<file path="config.mk">
export PLATFORM = sky130hd
export DESIGN_NAME = axi_lite_master_adapter_flat
export DESIGN_NICKNAME = d
export VERILOG_FILES = /design/src/rtl/axi_lite_master_pkg.sv /design/src/rtl/axi_bus.sv /design/src/rtl/axi_lite_master_adapter.sv /design/src/flat_wrapper.sv
export SDC_FILE = /design/constraint.sdc
export NUM_CORES = 1
export LEC_CHECK = 0
export CAP_MARGIN = 20
export CORE_AREA = 2 2 231 233
export CTS_BUF_LIST = sky130_fd_sc_hd__clkbuf_4
export DETAILED_ROUTE_END_ITERATION = 6
export DIE_AREA = 0 0 233 235
export PLACE_DENSITY = 0.51
export SLEW_MARGIN = 20
export SYNTH_ARGS = -nofsm -noshare
export SYNTH_HDL_FRONTEND = slang
export SYNTH_SLANG_ARGS = --single-unit
</file>
<file path="constraint.sdc">
create_clock -name clk_i -period 2.95 [get_ports clk_i]
set_input_delay 0.295 -clock clk_i [delete_from_list [all_inputs] [get_ports clk_i]]
set_output_delay 0.295 -clock clk_i [all_outputs]
set_load 0.005 [all_outputs]
</file>
<file path="src/rtl/axi_lite_master_pkg.sv">
// Shared types and constants for the AXI4-Lite master adapter.
//
// Contents:
//   state_t          - adapter FSM states (IDLE, WRITE, WAIT_B, READ, WAIT_R)
//   RESP_*           - AXI response encodings
//   BURST_INCR       - burst type driven on aw_burst / ar_burst
//   size_enc()       - AXI size encoding (log2 of bytes per beat) for a data width
package axi_lite_master_pkg;

    typedef enum logic [2:0] {
        IDLE   = 3'd0,
        WRITE  = 3'd1,
        WAIT_B = 3'd2,
        READ   = 3'd3,
        WAIT_R = 3'd4
    } state_t;

    localparam logic [1:0] RESP_OKAY   = 2'b00;
    localparam logic [1:0] RESP_EXOKAY = 2'b01;
    localparam logic [1:0] RESP_SLVERR = 2'b10;
    localparam logic [1:0] RESP_DECERR = 2'b11;

    localparam logic [1:0] BURST_INCR  = 2'b01;

    // Only 32 and 64 bit buses are supported; other widths fall back to the
    // 32 bit encoding.
    function automatic logic [2:0] size_enc(input int unsigned data_width);
        case (data_width)
            64:      return 3'd3;
            32:      return 3'd2;
            default: return 3'd2;
        endcase
    endfunction

endpackage

</file>
<file path="src/rtl/axi_bus.sv">
// AXI4-Lite capable bus interface (full AXI4 address-channel fields, no user
// signals). Master drives aw/w/ar and b_ready/r_ready, slave drives the rest.
//
// Parameters: AXI_ADDR_WIDTH, AXI_DATA_WIDTH, AXI_ID_WIDTH.
// Modports:   Master, Slave.
interface AXI_BUS #(
    parameter int AXI_ADDR_WIDTH = 64,
    parameter int AXI_DATA_WIDTH = 64,
    parameter int AXI_ID_WIDTH   = 10
);
    logic [AXI_ID_WIDTH-1:0]     aw_id;
    logic [AXI_ADDR_WIDTH-1:0]   aw_addr;
    logic [7:0]                  aw_len;
    logic [2:0]                  aw_size;
    logic [1:0]                  aw_burst;
    logic                        aw_lock;
    logic [3:0]                  aw_cache;
    logic [2:0]                  aw_prot;
    logic [3:0]                  aw_qos;
    logic [3:0]                  aw_region;
    logic                        aw_valid;
    logic                        aw_ready;

    logic [AXI_DATA_WIDTH-1:0]   w_data;
    logic [AXI_DATA_WIDTH/8-1:0] w_strb;
    logic                        w_last;
    logic                        w_valid;
    logic                        w_ready;

    logic [AXI_ID_WIDTH-1:0]     b_id;
    logic [1:0]                  b_resp;
    logic                        b_valid;
    logic                        b_ready;

    logic [AXI_ID_WIDTH-1:0]     ar_id;
    logic [AXI_ADDR_WIDTH-1:0]   ar_addr;
    logic [7:0]                  ar_len;
    logic [2:0]                  ar_size;
    logic [1:0]                  ar_burst;
    logic                        ar_lock;
    logic [3:0]                  ar_cache;
    logic [2:0]                  ar_prot;
    logic [3:0]                  ar_qos;
    logic [3:0]                  ar_region;
    logic                        ar_valid;
    logic                        ar_ready;

    logic [AXI_ID_WIDTH-1:0]     r_id;
    logic [AXI_DATA_WIDTH-1:0]   r_data;
    logic [1:0]                  r_resp;
    logic                        r_last;
    logic                        r_valid;
    logic                        r_ready;

    modport Master (
        output aw_id, aw_addr, aw_len, aw_size, aw_burst, aw_lock, aw_cache,
               aw_prot, aw_qos, aw_region, aw_valid,
        input  aw_ready,
        output w_data, w_strb, w_last, w_valid,
        input  w_ready,
        input  b_id, b_resp, b_valid,
        output b_ready,
        output ar_id, ar_addr, ar_len, ar_size, ar_burst, ar_lock, ar_cache,
               ar_prot, ar_qos, ar_region, ar_valid,
        input  ar_ready,
        input  r_id, r_data, r_resp, r_last, r_valid,
        output r_ready
    );

    modport Slave (
        input  aw_id, aw_addr, aw_len, aw_size, aw_burst, aw_lock, aw_cache,
               aw_prot, aw_qos, aw_region, aw_valid,
        output aw_ready,
        input  w_data, w_strb, w_last, w_valid,
        output w_ready,
        output b_id, b_resp, b_valid,
        input  b_ready,
        input  ar_id, ar_addr, ar_len, ar_size, ar_burst, ar_lock, ar_cache,
               ar_prot, ar_qos, ar_region, ar_valid,
        output ar_ready,
        output r_id, r_data, r_resp, r_last, r_valid,
        input  r_ready
    );

endinterface

</file>
<file path="src/rtl/axi_lite_master_adapter.sv">
// AXI4-Lite master adapter: turns a single-outstanding req/gnt/rvalid port
// into AXI4-Lite single-beat reads and writes.
//
// Optional build macro: AXI_LITE_MASTER_ID_CHECK_EN
//   defined   - b_id / r_id are compared against AXI_ID; a mismatch forces
//               err_o with the completion pulse (plus a simulation $error).
//   undefined - response IDs are ignored.
//
// Ports:
//   clk_i, rst_ni      clock, asynchronous active-low reset
//   req_i, we_i        request valid (held until gnt_o) and write select
//   addr_i, wdata_i    byte address and write data
//   be_i               byte enables, forwarded to w_strb
//   gnt_o              request accepted (req_i while IDLE)
//   rvalid_o           one-cycle completion pulse
//   rdata_o            read data, updated on reads only, held otherwise
//   err_o              response was not OKAY, valid with rvalid_o
//   dbg_state          current FSM state, for observation only
//   master             AXI_BUS master port
//
// Handshake rule on every AXI channel: a transfer happens on the rising edge
// where valid && ready. Valids are driven from registered state only, never
// from a ready, and address/data/strobe come from registers that do not
// change while a valid is pending.
module axi_lite_master_adapter
    import axi_lite_master_pkg::*;
#(
    parameter int AXI_ADDR_WIDTH = 64,
    parameter int AXI_DATA_WIDTH = 64,
    parameter int AXI_ID_WIDTH   = 10,
    parameter int AXI_ID         = 0
) (
    input  logic                        clk_i,
    input  logic                        rst_ni,
    input  logic                        req_i,
    input  logic                        we_i,
    input  logic [AXI_ADDR_WIDTH-1:0]   addr_i,
    input  logic [AXI_DATA_WIDTH-1:0]   wdata_i,
    input  logic [AXI_DATA_WIDTH/8-1:0] be_i,
    output logic                        gnt_o,
    output logic                        rvalid_o,
    output logic [AXI_DATA_WIDTH-1:0]   rdata_o,
    output logic                        err_o,
    output state_t                      dbg_state,
    AXI_BUS.Master                      master
);

    state_t                      state_q, state_d;
    logic                        aw_pend_q, aw_pend_d;
    logic                        w_pend_q, w_pend_d;
    logic [AXI_ADDR_WIDTH-1:0]   addr_q;
    logic [AXI_DATA_WIDTH-1:0]   wdata_q;
    logic [AXI_DATA_WIDTH/8-1:0] be_q;
    logic                        rvalid_q;
    logic                        err_q;
    logic [AXI_DATA_WIDTH-1:0]   rdata_q;

    logic aw_valid, w_valid, b_ready, ar_valid, r_ready;
    logic aw_hs, w_hs, b_hs, ar_hs, r_hs;
    logic id_err_b, id_err_r;

    assign gnt_o = req_i && (state_q == IDLE);

    assign aw_hs = aw_valid && master.aw_ready;
    assign w_hs  = w_valid  && master.w_ready;
    assign b_hs  = b_ready  && master.b_valid;
    assign ar_hs = ar_valid && master.ar_ready;
    assign r_hs  = r_ready  && master.r_valid;

`ifdef AXI_LITE_MASTER_ID_CHECK_EN
    assign id_err_b = (master.b_id != AXI_ID_WIDTH'(AXI_ID));
    assign id_err_r = (master.r_id != AXI_ID_WIDTH'(AXI_ID));
`ifndef SYNTHESIS
    always_ff @(posedge clk_i) begin
        if (b_hs && id_err_b) $error("axi_lite_master_adapter: unexpected b_id %0h", master.b_id);
        if (r_hs && id_err_r) $error("axi_lite_master_adapter: unexpected r_id %0h", master.r_id);
    end
`endif
`else
    assign id_err_b = 1'b0;
    assign id_err_r = 1'b0;
`endif

    // Response fields that carry no information for a single-beat,
    // single-ID master.
    logic unused_resp_fields;
    assign unused_resp_fields = ^{master.r_last, master.b_id, master.r_id};

    // ---------------------------------------------------------------- FSM
    always_ff @(posedge clk_i or negedge rst_ni) begin
        if (!rst_ni) begin
            state_q   <= IDLE;
            aw_pend_q <= 1'b0;
            w_pend_q  <= 1'b0;
        end else begin
            state_q   <= state_d;
            aw_pend_q <= aw_pend_d;
            w_pend_q  <= w_pend_d;
        end
    end

    always_comb begin
        state_d   = state_q;
        aw_pend_d = aw_pend_q;
        w_pend_d  = w_pend_q;
        aw_valid  = 1'b0;
        w_valid   = 1'b0;
        b_ready   = 1'b0;
        ar_valid  = 1'b0;
        r_ready   = 1'b0;

        unique case (state_q)
            IDLE: begin
                if (gnt_o) begin
                    if (we_i) begin
                        state_d   = WRITE;
                        aw_pend_d = 1'b1;
                        w_pend_d  = 1'b1;
                    end else begin
                        state_d = READ;
                    end
                end
            end
            WRITE: begin
                aw_valid = aw_pend_q;
                w_valid  = w_pend_q;
                // The two channels complete independently; leave as soon as
                // both are done, including when the last one finishes now.
                if (aw_hs) aw_pend_d = 1'b0;
                if (w_hs)  w_pend_d  = 1'b0;
                if (!aw_pend_d && !w_pend_d) state_d = WAIT_B;
            end
            WAIT_B: begin
                b_ready = 1'b1;
                if (b_hs) state_d = IDLE;
            end
            READ: begin
                ar_valid = 1'b1;
                if (ar_hs) state_d = WAIT_R;
            end
            WAIT_R: begin
                r_ready = 1'b1;
                if (r_hs) state_d = IDLE;
            end
            default: state_d = IDLE;
        endcase
    end

    assign dbg_state = state_q;

    // ------------------------------------------------- request registers
    always_ff @(posedge clk_i or negedge rst_ni) begin
        if (!rst_ni) begin
            addr_q  <= '0;
            wdata_q <= '0;
            be_q    <= '0;
        end else if (gnt_o) begin
            addr_q  <= addr_i;
            wdata_q <= wdata_i;
            be_q    <= be_i;
        end
    end

    // ------------------------------------------------ completion outputs
    always_ff @(posedge clk_i or negedge rst_ni) begin
        if (!rst_ni) begin
            rvalid_q <= 1'b0;
            err_q    <= 1'b0;
            rdata_q  <= '0;
        end else begin
            rvalid_q <= b_hs || r_hs;
            if (b_hs) begin
                err_q <= (master.b_resp != RESP_OKAY) || id_err_b;
            end else if (r_hs) begin
                err_q <= (master.r_resp != RESP_OKAY) || id_err_r;
            end else begin
                err_q <= 1'b0;
            end
            if (r_hs) rdata_q <= master.r_data;
        end
    end

    assign rvalid_o = rvalid_q;
    assign err_o    = err_q;
    assign rdata_o  = rdata_q;

    // ------------------------------------------------------ AXI outputs
    assign master.aw_id     = AXI_ID_WIDTH'(AXI_ID);
    assign master.aw_addr   = addr_q;
    assign master.aw_len    = 8'd0;
    assign master.aw_size   = size_enc(AXI_DATA_WIDTH);
    assign master.aw_burst  = BURST_INCR;
    assign master.aw_lock   = 1'b0;
    assign master.aw_cache  = 4'd0;
    assign master.aw_prot   = 3'd0;
    assign master.aw_qos    = 4'd0;
    assign master.aw_region = 4'd0;
    assign master.aw_valid  = aw_valid;

    assign master.w_data    = wdata_q;
    assign master.w_strb    = be_q;
    assign master.w_last    = 1'b1;
    assign master.w_valid   = w_valid;

    assign master.b_ready   = b_ready;

    assign master.ar_id     = AXI_ID_WIDTH'(AXI_ID);
    assign master.ar_addr   = addr_q;
    assign master.ar_len    = 8'd0;
    assign master.ar_size   = size_enc(AXI_DATA_WIDTH);
    assign master.ar_burst  = BURST_INCR;
    assign master.ar_lock   = 1'b0;
    assign master.ar_cache  = 4'd0;
    assign master.ar_prot   = 3'd0;
    assign master.ar_qos    = 4'd0;
    assign master.ar_region = 4'd0;
    assign master.ar_valid  = ar_valid;

    assign master.r_ready   = r_ready;

endmodule
</file>
<file path="src/flat_wrapper.sv">
// flat-port wrapper written by rule: the top's interface ports become plain ports
module axi_lite_master_adapter_flat import axi_lite_master_pkg::*;
#(
    parameter int AXI_ADDR_WIDTH = 64,
    parameter int AXI_DATA_WIDTH = 64,
    parameter int AXI_ID_WIDTH   = 10,
    parameter int AXI_ID         = 0
)
  (clk_i, rst_ni, req_i, we_i, addr_i, wdata_i, be_i, gnt_o, rvalid_o, rdata_o, err_o, dbg_state, master_aw_id, master_aw_addr, master_aw_len, master_aw_size, master_aw_burst, master_aw_lock, master_aw_cache, master_aw_prot, master_aw_qos, master_aw_region, master_aw_valid, master_aw_ready, master_w_data, master_w_strb, master_w_last, master_w_valid, master_w_ready, master_b_id, master_b_resp, master_b_valid, master_b_ready, master_ar_id, master_ar_addr, master_ar_len, master_ar_size, master_ar_burst, master_ar_lock, master_ar_cache, master_ar_prot, master_ar_qos, master_ar_region, master_ar_valid, master_ar_ready, master_r_id, master_r_data, master_r_resp, master_r_last, master_r_valid, master_r_ready);
  AXI_BUS #(.AXI_ADDR_WIDTH(AXI_ADDR_WIDTH), .AXI_DATA_WIDTH(AXI_DATA_WIDTH), .AXI_ID_WIDTH(AXI_ID_WIDTH)) master_i ();
  input  logic clk_i;
  input  logic rst_ni;
  input  logic req_i;
  input  logic we_i;
  input  logic [AXI_ADDR_WIDTH-1:0] addr_i;
  input  logic [AXI_DATA_WIDTH-1:0] wdata_i;
  input  logic [AXI_DATA_WIDTH/8-1:0] be_i;
  output logic gnt_o;
  output logic rvalid_o;
  output logic [AXI_DATA_WIDTH-1:0] rdata_o;
  output logic err_o;
  output state_t dbg_state;
  output wire logic [$bits(master_i.aw_id)-1:0] master_aw_id;
  output wire logic [$bits(master_i.aw_addr)-1:0] master_aw_addr;
  output wire logic [$bits(master_i.aw_len)-1:0] master_aw_len;
  output wire logic [$bits(master_i.aw_size)-1:0] master_aw_size;
  output wire logic [$bits(master_i.aw_burst)-1:0] master_aw_burst;
  output wire logic [$bits(master_i.aw_lock)-1:0] master_aw_lock;
  output wire logic [$bits(master_i.aw_cache)-1:0] master_aw_cache;
  output wire logic [$bits(master_i.aw_prot)-1:0] master_aw_prot;
  output wire logic [$bits(master_i.aw_qos)-1:0] master_aw_qos;
  output wire logic [$bits(master_i.aw_region)-1:0] master_aw_region;
  output wire logic [$bits(master_i.aw_valid)-1:0] master_aw_valid;
  input wire logic [$bits(master_i.aw_ready)-1:0] master_aw_ready;
  output wire logic [$bits(master_i.w_data)-1:0] master_w_data;
  output wire logic [$bits(master_i.w_strb)-1:0] master_w_strb;
  output wire logic [$bits(master_i.w_last)-1:0] master_w_last;
  output wire logic [$bits(master_i.w_valid)-1:0] master_w_valid;
  input wire logic [$bits(master_i.w_ready)-1:0] master_w_ready;
  input wire logic [$bits(master_i.b_id)-1:0] master_b_id;
  input wire logic [$bits(master_i.b_resp)-1:0] master_b_resp;
  input wire logic [$bits(master_i.b_valid)-1:0] master_b_valid;
  output wire logic [$bits(master_i.b_ready)-1:0] master_b_ready;
  output wire logic [$bits(master_i.ar_id)-1:0] master_ar_id;
  output wire logic [$bits(master_i.ar_addr)-1:0] master_ar_addr;
  output wire logic [$bits(master_i.ar_len)-1:0] master_ar_len;
  output wire logic [$bits(master_i.ar_size)-1:0] master_ar_size;
  output wire logic [$bits(master_i.ar_burst)-1:0] master_ar_burst;
  output wire logic [$bits(master_i.ar_lock)-1:0] master_ar_lock;
  output wire logic [$bits(master_i.ar_cache)-1:0] master_ar_cache;
  output wire logic [$bits(master_i.ar_prot)-1:0] master_ar_prot;
  output wire logic [$bits(master_i.ar_qos)-1:0] master_ar_qos;
  output wire logic [$bits(master_i.ar_region)-1:0] master_ar_region;
  output wire logic [$bits(master_i.ar_valid)-1:0] master_ar_valid;
  input wire logic [$bits(master_i.ar_ready)-1:0] master_ar_ready;
  input wire logic [$bits(master_i.r_id)-1:0] master_r_id;
  input wire logic [$bits(master_i.r_data)-1:0] master_r_data;
  input wire logic [$bits(master_i.r_resp)-1:0] master_r_resp;
  input wire logic [$bits(master_i.r_last)-1:0] master_r_last;
  input wire logic [$bits(master_i.r_valid)-1:0] master_r_valid;
  output wire logic [$bits(master_i.r_ready)-1:0] master_r_ready;
  assign master_aw_id = master_i.aw_id;
  assign master_aw_addr = master_i.aw_addr;
  assign master_aw_len = master_i.aw_len;
  assign master_aw_size = master_i.aw_size;
  assign master_aw_burst = master_i.aw_burst;
  assign master_aw_lock = master_i.aw_lock;
  assign master_aw_cache = master_i.aw_cache;
  assign master_aw_prot = master_i.aw_prot;
  assign master_aw_qos = master_i.aw_qos;
  assign master_aw_region = master_i.aw_region;
  assign master_aw_valid = master_i.aw_valid;
  assign master_i.aw_ready = master_aw_ready;
  assign master_w_data = master_i.w_data;
  assign master_w_strb = master_i.w_strb;
  assign master_w_last = master_i.w_last;
  assign master_w_valid = master_i.w_valid;
  assign master_i.w_ready = master_w_ready;
  assign master_i.b_id = master_b_id;
  assign master_i.b_resp = master_b_resp;
  assign master_i.b_valid = master_b_valid;
  assign master_b_ready = master_i.b_ready;
  assign master_ar_id = master_i.ar_id;
  assign master_ar_addr = master_i.ar_addr;
  assign master_ar_len = master_i.ar_len;
  assign master_ar_size = master_i.ar_size;
  assign master_ar_burst = master_i.ar_burst;
  assign master_ar_lock = master_i.ar_lock;
  assign master_ar_cache = master_i.ar_cache;
  assign master_ar_prot = master_i.ar_prot;
  assign master_ar_qos = master_i.ar_qos;
  assign master_ar_region = master_i.ar_region;
  assign master_ar_valid = master_i.ar_valid;
  assign master_i.ar_ready = master_ar_ready;
  assign master_i.r_id = master_r_id;
  assign master_i.r_data = master_r_data;
  assign master_i.r_resp = master_r_resp;
  assign master_i.r_last = master_r_last;
  assign master_i.r_valid = master_r_valid;
  assign master_r_ready = master_i.r_ready;
  axi_lite_master_adapter #(.AXI_ADDR_WIDTH(AXI_ADDR_WIDTH), .AXI_DATA_WIDTH(AXI_DATA_WIDTH), .AXI_ID_WIDTH(AXI_ID_WIDTH), .AXI_ID(AXI_ID)) u_core (.clk_i(clk_i), .rst_ni(rst_ni), .req_i(req_i), .we_i(we_i), .addr_i(addr_i), .wdata_i(wdata_i), .be_i(be_i), .gnt_o(gnt_o), .rvalid_o(rvalid_o), .rdata_o(rdata_o), .err_o(err_o), .dbg_state(dbg_state), .master(master_i));
endmodule
</file>
# After elaboration in Yosys (flattened, before gate mapping)

Index checks and enable logic that the tools add are counted.

Register bits: 207
Bits in latches: 0
Bits in writable memories: 0
ROM bits: 0
Bits of input ports: 234
Output and inout bits: 354
Logic and storage cells: 57
Memories kept: 0

Add/sub/neg operators: 0
Multiply operators: 0
Div/mod/pow operators: 0
Magnitude comparators: 0
Eq/ne operators: 10
Shifts and indexed selects: 0
Multiplexer cells: 22
Bitwise logic cells: 0
Reduce and logical (&&, ||, !) cells: 16

Operators with widths:

| operator           | number |
|---|---|
| $mux 3             | 5 |
| $pmux 3 s5         | 1 |
| $mux 1             | 13 |
| $ne 2x1->1 const B | 4 |
| $logic_and 1x1->1  | 7 |
| $eq 3x2->1 const B | 2 |
| $reduce_bool 2->1  | 3 |
| $reduce_and 5->1   | 1 |
| $ne 2x2->1 const B | 2 |
| $pmux 1 s2         | 2 |
| $eq 3x1->1 const B | 1 |
| $eq 3x3->1 const B | 1 |
| $logic_not 3->1    | 1 |
| $reduce_and 3->1   | 1 |
| $logic_not 1->1    | 2 |
| $mux 2             | 1 |
| $logic_or 1x1->1   | 1 |

# Logic depth before layout (Yosys ltp)

Gate-level depths: netlist of run 1.

Depth after elaboration: 9
Mapped depth: 5
Depth with buffers taken out: 3

# Worst setup path after synthesis of run 1

Ideal clock, no wire load.

Path type: register -> register
From: reg u_core.state_q[1] (netlist: u_core.dbg_state[1])
To: reg u_core.addr_q[0] (netlist: u_core.master.ar_addr[0])
Library setup time: 0.125 ns
Data arrival time: 1.524 ns
Required time: 2.825 ns
Setup slack: 1.301 ns
Cell stages (with the launch flop): 5
Path buffers: 2
Clock period less this slack: 1.649 ns
Cells stage by stage: dfrtp_1 -> nor4b_4 -> buf_4 -> buf_6 -> mux2_2

Cells in the longest elaborated chain, start to end: 2

RTL lines:

| what                     | RTL line                       | RTL |
|---|---|---|
| start: declaration       | axi_lite_master_adapter.sv:48  | `state_t state_q, state_d;` |
| start signal: assignment | axi_lite_master_adapter.sv:96  | `state_q <= state_d;` |
| $logic_not 3->1          | axi_lite_master_adapter.sv:62  | `assign gnt_o = req_i && (state_q == IDLE);` |
| $logic_and 1x1->1        | axi_lite_master_adapter.sv:62  |  |
| end signal: assignment   | axi_lite_master_adapter.sv:158 | `addr_q <= addr_i;` |
| end: declaration         | axi_lite_master_adapter.sv:51  | `logic [AXI_ADDR_WIDTH-1:0] addr_q;` |

Every way passes these cells.
A chain may end at the register's enable or synchronous reset.

# Worst setup path in the final report of run 1

From: reg u_core.state_q[0] (netlist: u_core.dbg_state[0])
To: out gnt_o

Cells in the longest elaborated chain, start to end: 2

RTL lines:

| what              | RTL line                      | RTL |
|---|---|---|
| $logic_not 3->1   | axi_lite_master_adapter.sv:62 |  |
| $logic_and 1x1->1 | axi_lite_master_adapter.sv:62 |  |
| end: declaration  | flat_wrapper.sv:18            | `output logic gnt_o;` |

Every way passes these cells.

==> key figures, run 1 <==
Timing
  – Post-layout minimum cycle time: 2.75 ns
  – Setup TNS: 0 ns
  – Setup repair after global routing missed its margin: no
  – Transition time at the pin with the least slew margin: 0.652 ns
  – Achievable frequency: 0.364 GHz
  – Final Skew: 0.0334 ns
  – Endpoints failing setup: 0
  – Total count of max-transition violations in the final report: 0
  – Hold_ws: 0.156 ns
  – Total count of hold-check failures in the final report: 0
  – Fraction of the cycle the final worst path needs: 0.931
  – Setup ws final: 0.205 ns
  – Relative slew slack: 0.566

Yosys
  – Main synth FF type: dfrtp_1
  – Number of enable-type register cells in the synthesized netlist: 0
  – Portion of the post-synthesis area used by sequential elements: 0.574
  – Unique masters post-synth: 27
  – Warnings, synthesis: 0
  – Number of cells produced by synthesis: 606
  – Average size of a mapped cell: 14.9 um^2
  – Proportion of register bits with asynchronous set or reset after synthesis: 1.00
  – Synthesized area: 0.00902 mm^2
  – Number of storage elements in the synthesis netlist: 207

Power and ir drop
  – Peak supply drop: 0.364 mV
  – Reported net switching power: 4.09 mW
  – Switching part of the total: 0.287
  – Clk pwr share: 0.191
  – Total power consumption of the routed design: 14.3 mW
  – Combinational share of power: 0.451
  – Sequential share of power: 0.359
  – Leak Pwr: 6.10 nW
  – Internal power summed over all cells: 10.2 mW
  – Power Density: 975 mW/mm^2

Min path
  – Hold path depth: 2
  – Min-delay worst type: in2reg

Die
  – Cell Rows: 84
  – Die extent in y: 235 um
  – Boundary Pins: 588
  – Die footprint: 0.0548 mm^2
  – Overall die width: 233 um
  – Area inside the core boundary: 0.0522 mm^2
  – Starting density of the core: 0.173

Clock network
  – Clock transition time at the flip-flop clock pins of the worst setup and hold paths: 0.07 ns
  – Clock tree from TritonCTS: yes
  – Depth of the CTS H-tree: 2
  – TritonCTS buffer count: 60
  – Maximum count of clock buffers along a single path: 3
  – TritonCTS Sinks: 207
  – Clock root cell: clkbuf_4
  – Clock latency at the later pin of the worst-skew pair: 0.74 ns

Layout
  – Commonest non-fill, non-tap cell in the layout: clkdlybuf4s50_1
  – Final cell area excluding filler cells: 0.0146 mm^2
  – Layout overhead on the synthesized area: 62.2%
  – Filler cell count: 5491
  – Count of non-filler cells in the finished layout: 1817
  – Highest-count cells in the layout ignoring fill and taps: clkdlybuf4s50_1, dfrtp_1, mux2_2, clkbuf_4, conb_1
  – Finished Core Util: 0.280
  – Nets: 1315
  – Layout cell share with drive strength beyond 1: 0.272

Run
  – MaxCap Viol Count: 0

Placement
  – Worst setup slack before clock tree synthesis: 0.690 ns
  – Number of placed instances, taps included: 1706
  – Number of buffer cells added on primary ports: 487
  – Post-DP HPWL: 20.6 mm
  – Placed standard-cell area: 0.0138 mm^2
  – Final weighted congestion of routability-driven global placement: 0.705

Outcome
  – Result of the run: finished, final reports clean

Critical path
  – Worst reg2reg path depth: 4
  – Crit Path Category: reg2out
  – Critical Path Source Type: flop
  – Highest net fanout along the worst path: 7
  – Worst Path Arrival: 2.45 ns
  – Sort of element at the end of the critical path: output pin
  – Required @ worst endpoint: 2.65 ns

Routing
  – Final antenna-violating net count: 0
  – Number of detailed-routing iterations run before antenna repair: 4
  – Iteration-0 DRC Markers: 122
  – Post-DR vias/cell: 3.45
  – Wire per inst: 14.9 um
  – Via count: 6274
  – Total length of routed wires: 27.0 mm
  – Number of remaining DRC errors: 0

GRT
  – Overall routing resource usage: 0.0950
  – Total overflow reported by the global router: 0
  – Number of global-route vias before repair: 6648
  – Antenna violations before repair: 3
  – Maximum number of pins on one net before global-route repair: 80
  – First-pass GRT wire length: 39.7 mm
## registers in the layout, summed over array words and instances, names as in the netlist
register	flops
u_core.master.ar_addr	64
u_core.master.w_data	64
u_core.rdata_o	64
u_core.master.w_strb	8
u_core.dbg_state	3
u_core.aw_pend_q	1
u_core.err_o	1
u_core.rvalid_o	1
u_core.w_pend_q	1
## cell families after synthesis
| kind of cell | Yosys count | synth area share |
|---|---|---|
| other | 2 | 0.000833 |
| multiplexers | 201 | 0.251 |
| AND/OR/NAND/NOR | 21 | 0.0162 |
| buffers and inverters | 167 | 0.151 |
| AO/OA/AOI/OAI | 8 | 0.00638 |
| flip-flops | 207 | 0.574 |
## synthesized netlist by cell type, drive strengths merged, types with 2 or more instances
cell type / n / area (um^2)
a22o: 3 / 26.3
nand3: 2 / 10.0
nand2b: 2 / 12.5
conb: 2 / 7.51
o21ai: 2 / 10.0
nand2: 4 / 15.0
mux2: 200 / 2250
buf: 165 / 1360
nor3b: 2 / 26.3
dfrtp: 207 / 5180
and3: 3 / 18.8
nor2: 4 / 15.0
## power by group through the flow
stage | logic [mW] | registers [mW] | clock network, mW
2_1_floorplan | 2.73 | 5.10 | 0
3_3_place_gp | 6.53 | 5.13 | 0
3_5_place_dp | 6.54 | 5.19 | 0
4_1_cts | 6.57 | 5.16 | 2.89
5_1_grt | 6.89 | 5.31 | 3.07
6_report | 6.42 | 5.11 | 2.72
## worst paths after layout
check | slack, ns | end | start
worst max-delay path | 0.20 | gnt_o | u_core.dbg_state[0]
worst min-delay path | 0.16 | u_core.rdata_o[8] | master_r_data[8]
worst max register to register | 0.76 | u_core.rdata_o[17] | u_core.dbg_state[2]
worst min register to register | 0.49 | u_core.rdata_o[61] | u_core.rdata_o[61]
max in group asynchronous | 2.03 | u_core.rdata_o[3] | rst_ni
min in group asynchronous | 0.18 | u_core.rdata_o[27] | rst_ni
## critical path, cell delays in order, from the launching register on
cell             delay, ns
dfrtp_1               0.52
nor4b_4               0.40
buf_4                 0.24
clkdlybuf4s50_1       0.54
## layout make-up
cell class | instances | area (um^2) | share of cell area
Sequential cell | 207 | 5180 | 0.354
Timing Repair Buffer | 502 | 5040 | 0.345
Multi-Input combinational cell | 309 | 2770 | 0.189
Tap cell | 688 | 861 | 0.0588
Clock buffer | 87 | 653 | 0.0446
Clock inverter | 22 | 116 | 0.00795
Inverter | 1 | 3.75 | 0.000257
Antenna cell | 1 | 2.50 | 0.000171
## routing by layer
| metal | routed length [um] | GRT usage | vias up |
|---|---|---|---|
| li1 | - | - | 2854 |
| met1 | 10100 | 0.103 | 3039 |
| met2 | 13200 | 0.160 | 325 |
| met3 | 3160 | 0.0467 | 56 |
| met4 | 616 | 0.0334 | 0 |
| met5 | 0 | 0 | - |
## repair_timing
action,CTS,global route
endpoints found under the hold margin,152,0
setup endpoints to repair,3,0
hold buffers,1,0
gates resized for setup,2,0
buffers inserted,0,0
(Power assumes the default switching activity.)
==> inputs of run 2 (changes only) <==
- PLACE_DENSITY: 0.51 -> 0.52
==> run 2 against run 1 <==
Register-to-register slack improved by 0.13 ns. Power rose by 0.25%. Global-route usage decreased by 0.14 points. Non-clock buffer count did not move. Critical path depth did not move. Sequential cell count stayed put. Wire length is 0.83% lower. Sequential power about the same. Setup slack better by 0.037 ns.
==> key figures, run 2 (same netlist as run 1, synthesis figures left out) <==
Outcome
  – Result of the run: finished, final reports clean (unchanged)

Timing
  – Final Skew: 0.0191 ns (was 0.0334 ns)
  – Post-layout minimum cycle time: 2.71 ns (was 2.75 ns)
  – Achievable frequency: 0.369 GHz (was 0.364 GHz)
  – Hold_ws: 0.155 ns (was 0.156 ns)
  – Relative slew slack: 0.553 (was 0.566)
  – Setup repair after global routing missed its margin: no (unchanged)
  – Total count of max-transition violations in the final report: 0 (unchanged)
  – Total count of hold-check failures in the final report: 0 (unchanged)
  – Fraction of the cycle the final worst path needs: 0.918 (was 0.931)
  – Transition time at the pin with the least slew margin: 0.670 ns (was 0.652 ns)
  – Endpoints failing setup: 0 (unchanged)
  – Setup ws final: 0.242 ns (was 0.205 ns)
  – Setup TNS: 0 ns (unchanged)

Critical path
  – Required @ worst endpoint: 2.65 ns (about the same)
  – Highest net fanout along the worst path: 7 (unchanged)
  – Crit Path Category: reg2out (unchanged)
  – Critical Path Source Type: flop (unchanged)
  – CP Depth: 3 (unchanged)
  – Cells along the critical path: nor4b_4 > buf_6 > clkdlybuf4s50_1 (was nor4b_4 > buf_4 > clkdlybuf4s50_1)
  – CP Buf/Inv Count: 2 (unchanged)
  – Cell family contributing the most delay on the critical path: buffers and inverters (unchanged)
  – Sort of element at the end of the critical path: output pin (unchanged)
  – Slowest cell on the critical path: clkdlybuf4s50_1 (unchanged)
  – Slowest Stage Delay on Critical Path: 0.53 ns (was 0.54 ns)
  – Worst Path Arrival: 2.41 ns (was 2.45 ns)
  – Worst reg2reg path depth: 4 (unchanged)

GRT
  – Grt met3 use: 0.0405 (was 0.0467)
  – First-pass GRT wire length: 39.4 mm (was 39.7 mm)
  – Most used routing layer: met2 (unchanged)
  – Total overflow reported by the global router: 0 (unchanged)
  – Maximum number of pins on one net before global-route repair: 76 (was 80)
  – Number of global-route vias before repair: 6649 (was 6648)
  – Fraction of met2 tracks used by global routing: 0.157 (was 0.160)
  – Antenna violations before repair: 1 (was 3)
  – Met1 GRT Util: 0.103 (about the same)
  – Overall routing resource usage: 0.0936 (was 0.0950)

Power and ir drop
  – Power Density: 976 mW/mm^2 (was 975 mW/mm^2)
  – Peak supply drop: 0.419 mV (was 0.364 mV)
  – Leak Pwr: 6.09 nW (was 6.10 nW)

Routing
  – Wire per inst: 14.8 um (was 14.9 um)
  – Number of detailed-routing iterations run before antenna repair: 4 (unchanged)
  – Via count: 6217 (was 6274)
  – Iteration-0 DRC Markers: 114 (was 122)
  – Number of remaining DRC errors: 0 (unchanged)
  – Final antenna-violating net count: 0 (unchanged)
  – Post-DR vias/cell: 3.43 (was 3.45)
  – Total length of routed wires: 26.8 mm (was 27.0 mm)

Run
  – MaxCap Viol Count: 0 (unchanged)

Placement
  – Final weighted congestion of routability-driven global placement: 0.737 (was 0.705)
  – Worst setup slack before clock tree synthesis: 0.646 ns (was 0.690 ns)
  – Post-DP HPWL: 20.3 mm (was 20.6 mm)
  – Number of buffer cells added on primary ports: 487 (unchanged)

Die
  – Overall die width: 233 um (unchanged)
  – Area inside the core boundary: 0.0522 mm^2 (unchanged)
  – Die extent in y: 235 um (unchanged)
  – Cell Rows: 84 (unchanged)
  – Starting density of the core: 0.173 (unchanged)
  – Boundary Pins: 588 (unchanged)
  – Die footprint: 0.0548 mm^2 (unchanged)

Layout
  – Layout cell share with drive strength beyond 1: 0.273 (was 0.272)
  – Layout overhead on the synthesized area: 62.3% (was 62.2%)
  – Commonest non-fill, non-tap cell in the layout: clkdlybuf4s50_1 (unchanged)
  – Nets: 1316 (was 1315)
  – Highest-count cells in the layout ignoring fill and taps: clkdlybuf4s50_1, dfrtp_1, mux2_2, clkbuf_4, conb_1 (unchanged)

Clock network
  – TritonCTS buffer count: 61 (was 60)
  – Clock transition time at the flip-flop clock pins of the worst setup and hold paths: 0.07 ns (about the same)
  – # Post-CTS Setup Buffers: 0 (unchanged)
  – Clock root cell: clkbuf_4 (unchanged)
  – TritonCTS Sinks: 207 (unchanged)
  – Clock tree from TritonCTS: yes (unchanged)
  – Depth of the CTS H-tree: 2 (unchanged)
  – Clock latency at the later pin of the worst-skew pair: 0.74 ns (about the same)
  – Maximum count of clock buffers along a single path: 3 (unchanged)

Min path
  – Hold path depth: 2 (unchanged)
  – Min-delay worst type: in2reg (unchanged)
==> run 2: cell count changes in the layout (fill, tap and decap cells not counted) <==
cell | before | now
diode_2 | 1 | 2
buf_12 | 4 | 5
buf_4 | 10 | 8
inv_2 | 1 | 0
dfrtp_1 | 206 | 205
buf_8 | 1 | 0
clkbuf_4 | 87 | 88
clkinv_1 | 16 | 14
clkinv_2 | 3 | 2
buf_6 | 0 | 1
clkbuf_8 | 0 | 1
dfrtp_2 | 1 | 2
==> run 2: metrics by stage <==
step / util / instance area [um^2] / std cells / total power, mW
4_1_cts: 0.280 / 14600 / 1813 / 14.7
5_1_grt: 0.280 / 14600 / 1814 / 15.3
3_3_place_gp: 0.265 / 13900 / 1706 / 11.7
6_report: 0.280 / 14600 / 1815 / 14.3
2_1_floorplan: - / 9310 / 683 / 7.83
3_5_place_dp: 0.265 / 13900 / 1706 / 11.8
==> run 2: metal layers <==
metal | wire, um | up-vias | part of all wire
li1 | - | 2849 | -
met1 | 10200 | 2993 | 0.38
met2 | 13000 | 315 | 0.48
met3 | 2850 | 60 | 0.11
met4 | 766 | 0 | 0.029
met5 | 0 | - | 0
==> run 2: repair_timing <==
item | CTS | global route
endpoints found under the hold margin | 79 | 0
setup endpoints to repair | 3 | 1
gates cloned | 0 | 0
pin swaps | 1 | 1
hold buffers | 1 | 0
resized for setup | 4 | 0
==> run 2: cell type report <==
type / count / area (um^2)
Fill cell: 5473 / 37600
Sequential cell: 207 / 5180
Timing Repair Buffer: 502 / 5060
Multi-Input combinational cell: 309 / 2770
Tap cell: 688 / 861
Clock buffer: 88 / 661
Clock inverter: 18 / 100
Antenna cell: 2 / 5.00
Inverter: 1 / 3.75
==> run 2: where the power goes <==
group	leakage, nW	switching (mW)	internal [mW]
clock network	0.449	1.26	1.44
registers	2.51	0.913	4.20
logic	3.13	1.93	4.55
total	6.09	4.10	10.2
==> run 2: final timing paths <==
path / slack (ns) / from / endpoint
setup reg to reg: 0.89 / u_core.dbg_state[2] / u_core.rdata_o[19]
setup / recovery: 0.24 / u_core.dbg_state[0] / gnt_o
hold reg to reg: 0.49 / u_core.rdata_o[3] / u_core.rdata_o[3]
hold / removal: 0.16 / addr_i[16] / u_core.master.ar_addr[16]
max in group asynchronous: 2.03 / rst_ni / u_core.rdata_o[11]
min in group asynchronous: 0.17 / rst_ni / u_core.rdata_o[16]
==> inputs of run 3 (changes only) <==
- CTS_CLUSTER_SIZE: not set -> 20
==> results of run 3 <==
Same layout as run 2: the final DEF is identical, and so are final timing and power.
